<file path="src/rtl/data_sampler_ctrl.sv">
// data_sampler_ctrl: clears the sampler FIFO, optionally waits for trigger + delay,
// gates DATA_VALID_IN into the FIFO write for SAMPLE_LEN words, then waits for drain.
module data_sampler_ctrl #(
  parameter int CNT_WIDTH  = 16,
  parameter int CLR_CYCLES = 8
) (
  input  logic                 CLK,
  input  logic                 RESET_N,
  input  logic                 START,
  input  logic                 ABORT,
  input  logic [CNT_WIDTH-1:0] SAMPLE_LEN,
  input  logic                 TRIG_EN,
  input  logic [CNT_WIDTH-1:0] TRIG_DELAY,
  input  logic                 TRIG_IN,
  input  logic                 DATA_VALID_IN,
  input  logic                 FIFO_FULL,
  input  logic                 FIFO_EMPTY,
  output logic                 FIFO_RESET,
  output logic                 SAMPLE_EN,
  output logic                 BUSY,
  output logic                 DONE,
  output logic                 OVERFLOW,
  output logic [CNT_WIDTH-1:0] WORD_CNT
);
  localparam int CW = $clog2(CLR_CYCLES + 1);
  typedef enum logic [2:0] {IDLE, CLEAR, WAIT_TRIG, DELAY, CAPTURE, DRAIN} state_t;
  state_t state, state_n, after_trig;
  logic [CNT_WIDTH-1:0] len_q, dly_q, dly_cnt, word_cnt;
  logic [CW-1:0] clr_cnt;
  logic trig_en_q, trig_prev, done, overflow, fifo_reset;
  logic trig_edge, clr_last, last_word, accept;
  assign trig_edge  = TRIG_IN & ~trig_prev;
  assign clr_last   = clr_cnt == CW'(CLR_CYCLES - 1);
  assign last_word  = word_cnt + CNT_WIDTH'(1) == len_q;
  assign after_trig = dly_q != '0 ? DELAY : CAPTURE;
  assign accept     = START & ~ABORT & (state == IDLE);
  // Zero-latency gate keeps DIN and DIN_VALID aligned at the sampler
  assign SAMPLE_EN  = DATA_VALID_IN & ~FIFO_FULL & ~ABORT & (state == CAPTURE);
  assign FIFO_RESET = fifo_reset;
  assign BUSY       = state != IDLE;
  assign DONE       = done;
  assign OVERFLOW   = overflow;
  assign WORD_CNT   = word_cnt;
  always_comb begin
    state_n = state;
    if (ABORT) state_n = IDLE;
    else
      case (state)
        IDLE:      if (START) state_n = CLEAR;
        CLEAR:     if (clr_last) state_n = len_q == '0 ? IDLE : trig_en_q ? WAIT_TRIG : after_trig;
        WAIT_TRIG: if (trig_edge) state_n = after_trig;
        DELAY:     if (dly_cnt <= CNT_WIDTH'(1)) state_n = CAPTURE;
        CAPTURE:   if (SAMPLE_EN && last_word) state_n = DRAIN;
        DRAIN:     if (FIFO_EMPTY) state_n = IDLE;
        default:   state_n = IDLE;
      endcase
  end
  always_ff @(posedge CLK) begin
    if (!RESET_N) begin
      state      <= IDLE;
      trig_prev  <= 1'b0;
      fifo_reset <= 1'b0;
      clr_cnt    <= '0;
      dly_cnt    <= '0;
      len_q      <= '0;
      dly_q      <= '0;
      trig_en_q  <= 1'b0;
      done       <= 1'b0;
      overflow   <= 1'b0;
      word_cnt   <= '0;
    end else begin
      state      <= state_n;
      trig_prev  <= TRIG_IN;
      fifo_reset <= state_n == CLEAR;
      clr_cnt    <= state == CLEAR ? clr_cnt + CW'(1) : '0;
      dly_cnt    <= state == DELAY ? dly_cnt - CNT_WIDTH'(1) : dly_q;
      if (accept) begin
        len_q     <= SAMPLE_LEN;
        dly_q     <= TRIG_DELAY;
        trig_en_q <= TRIG_EN;
        done      <= 1'b0;
        overflow  <= 1'b0;
        word_cnt  <= '0;
      end
      if (SAMPLE_EN) word_cnt <= word_cnt + CNT_WIDTH'(1);
      if (state == CAPTURE && DATA_VALID_IN && FIFO_FULL && !ABORT) overflow <= 1'b1;
      // Normal completion only; an abort lands in IDLE without DONE
      if (state != IDLE && state_n == IDLE && !ABORT) done <= 1'b1;
    end
  end
endmodule

</file>
<file path="config.mk">
export PLATFORM = sky130hd
export DESIGN_NAME = data_sampler_ctrl
export DESIGN_NICKNAME = d
export VERILOG_FILES = /design/src/rtl/data_sampler_ctrl.sv
export SDC_FILE = /design/constraint.sdc
export NUM_CORES = 1
export LEC_CHECK = 0
export CAP_MARGIN = 20
export CORE_AREA = 2 2 71 124
export DETAILED_ROUTE_END_ITERATION = 8
export DIE_AREA = 0 0 73 126
export GPL_TIMING_DRIVEN = 0
export PLACE_DENSITY = 0.75
export SLEW_MARGIN = 20
export SYNTH_ARGS = -nofsm -noshare
export SYNTH_HDL_FRONTEND = slang
export SYNTH_SLANG_ARGS = --single-unit
</file>
<file path="constraint.sdc">
create_clock -name CLK -period 2 [get_ports CLK]
set_input_delay 0.4 -clock CLK [delete_from_list [all_inputs] [get_ports CLK]]
set_output_delay 0.4 -clock CLK [all_outputs]
set_load 0.03 [all_outputs]
</file>
==> reports/results.ini <==
[run_status]
outcome=complete, but fails checks
violations=negative setup slack

[route]
vias_per_cell=5.99
routed_wl_microns=11700
ant_nets=0
drt_iter0_drc=323
wire_per_inst_microns=17.1
drc=0
drtPass1Iterations=5
route.vias.total=4106

[setup_path]
rrSetupSlack_ps=-50
crit_chain=nand4_1 > buf_4 > or4_4 > a211o_1 > o32ai_2
r2r_end=state[0]$_SDFF_PN0_
cp.arrival_ps=2280
cp_slowest_stage_delay_ps=520
cp-end-kind=register
crit_required_ps=2230
path_class=register to register
cp-start-kind=register
crit_path_max_fanout=8
crit_slowest_cell=or4_4
rr_startpoint=WORD_CNT[3]$_SDFFE_PN0P_
reg2reg_depth=5

[grt]
grt_pass1_vias=3923
grt_overflow=0
grt_antenna_before_repair=0
gr-usage-all-layers_pct=25.9
grt_max_degree=12
grt_pass1_wl_microns=18300

[place]
hpwl_microns=8490
port_buffers=60
gp_congestion=0.936

[logic_synthesis]
synthTopCellsByCount=92 x nand2_1, 76 x dfxtp_1, 53 x a21oi_1, 44 x nor2_1, 22 x clkbuf_1
syn-num-nets=549
async_flop_share_pct=0
synthCells=504
synth_area_sq_um=3900
ys_warn_count=0
ys_top_cells_by_area=dfxtp_1 39%, nand2_1 8.8%, a21oi_1 6.8%
yosys.area.top_type=dfxtp_1
synth_top_area_share_pct=39.0
synth_edf_count=0
yosysMostFrequentCell=nand2_1
seq_area_frac_synth_pct=39.0
synth_cell_types=62
syn_avg_cell_area_sq_um=7.75
synth_ff_type=dfxtp_1
ys_ff_latch=76

[power_and_ir_drop]
peakVddDrop_mv=0.538
finalPower_mw=3.52
power.density_nw_per_um2=682
leakage_nw=1.95

[clocking]
clkSinkCount=76
cts_hold_buf=0
clock_latency_ps=350
cts_buffer_depth=2
cts_buffers=9
cts.reportedPaths.clkPinSlew_ps=60
cts_tree=yes
htreeDepth=3
cts-root-buf=clkbuf_16

[sta]
clock_skew_ps=9.45
fmax_mhz=488
finalHoldViolations=0
period_needed_ps=2050
fin_ws_ps=-48.0
tightest_slew_ps=662
report.final.slew_viol_count=0
rsz0062_at_grt=true
period_share_pct=102
max-slew-margin-rel_pct=55.9
finalSetupViolCount=2

[floorplan]
initial_core_util_pct=47.6
die_y_microns=126
fp-row-count=44
core-area_sq_um=8200
ios=62
die_area_sq_um=9200
die_w_microns=73

[worst_hold_path]
worstHoldStart=clr_cnt[0]$_SDFF_PN0_
hold_class=register to register
holdPathStages=1
min_to=clr_cnt[0]$_SDFF_PN0_

[cells_and_area]
drive_above_1_share_pct=12.8
syn2layout_area_growth_pct=32.0
post-route-util_pct=62.9
finalNetCount=634
n_antenna_cell=0

[job]
cap_viol_max_count=0

worst max path at each step:
stage,startpoint,endpoint,slack [ps]
finish,WORD_CNT[3]$_SDFFE_PN0P_,state[0]$_SDFF_PN0_,-50
global route,WORD_CNT[0]$_SDFFE_PN0P_,state[0]$_SDFF_PN0_,-110
CTS,state[0]$_SDFF_PN0_,SAMPLE_EN,-80
detailed placement,ABORT,SAMPLE_EN,-1080
global placement,ABORT,SAMPLE_EN,-1040
floorplan,WORD_CNT[10]$_SDFFE_PN0P_,state[0]$_SDFF_PN0_,30
per-stage QoR:
| step | setup WS, ps | std cells | hold slack (ps) | instance area (sq um) | TNS [ps] |
|---|---|---|---|---|---|
| after floorplan | 34.3 | 504 | 418 | 3910 | 0 |
| after global placement | -1040 | 656 | 435 | 4620 | -20450 |
| after detailed placement | -1080 | 656 | 441 | 4620 | -21060 |
| after CTS | -84.0 | 677 | 451 | 5010 | -105 |
| after global routing | -108 | 686 | 474 | 5160 | -232 |
| final | -48.0 | 686 | 453 | 5160 | -89.0 |
layout by cell type (no fill, tap or decap), types with 3 or more instances in the layout:
master and n:
nand3b_1 3, nor2b_1 5, and2_1 4, nor4_2 4, nor4_1 9, a21oi_1 53, clkbuf_2 4, buf_6 4
xor2_1 10, clkbuf_16 10, nand2_2 3, nand2_1 89, or4_1 3, nor2_1 42, nor4_4 3, dfxtp_2 5
nand2b_1 3, buf_2 3, nand3_1 11, dfxtp_1 69, dlygate4sd2_1 3, o21ai_0 17, xnor2_1 20, dlymetal6s2s_1 3
ha_1 3, clkbuf_1 21, nand4_1 9, nand3_2 3, a211oi_1 14, inv_1 6, buf_4 16, o21ai_1 5
a31oi_1 7, or3_1 6, clkdlybuf4s50_1 53, nor3_1 14, and3_1 6, a311oi_1 4
power breakdown:
part	internal [mW]	switching, mW	leakage [nW]	total, mW
logic	0.203	0.230	1.20	0.432
clock network	0.871	0.609	0.131	1.48
registers	1.56	0.0487	0.621	1.61
layer usage:
layer	share of wire, %	global-route usage, %
met3	4.9	5.28
met4	7.3	18.6
met1	35	27.0
met2	52	44.3
met5	0	0
sequential cells by signal, indices dropped and copies added (netlist names):
signal,cells
dly_q,16
len_q,16
FIFO_RESET,1
trig_prev,1
dly_cnt,16
state,3
trig_en_q,1
clr_cnt,4
WORD_CNT,16
DONE,1
OVERFLOW,1
timing repair:
action	CTS	global route
setup buffers	6	8
pin swaps	5	8
setup endpoints to repair	50	18
cloned	0	1
gates resized for setup	32	22
cell type report:
type | count | area [sq um]
fillers | 731 | 3050
multi-input cells | 388 | 2310
flip-flops and latches | 76 | 1540
repair buffers | 75 | 736
clock buffers | 14 | 254
plain buffers | 31 | 170
well taps | 92 | 115
inverters | 8 | 30.0
clock inverters | 2 | 10.0
worst max-delay path: cells and delay by family (launching register included):
kind / cells / cell delay [ps]
simple gates: 2 / 670
buf+inv: 1 / 180
compound gates: 2 / 660
flops: 1 / 430
logic make-up (layout without fill, tap and decap cells):
group / Yosys count / after routing / share of synthesized area (%)
AO/OA/AOI/OAI: 121 / 121 / 19.0
XOR/XNOR: 30 / 30 / 6.73
adder cells (fa/ha/maj): 4 / 4 / 1.28
buffers and inverters: 40 / 130 / 4.52
flip-flops: 76 / 76 / 39.0
multiplexers: 1 / 1 / 0.256
AND/OR/NAND/NOR: 232 / 232 / 29.3
Power figures use the tool's default switching activity.
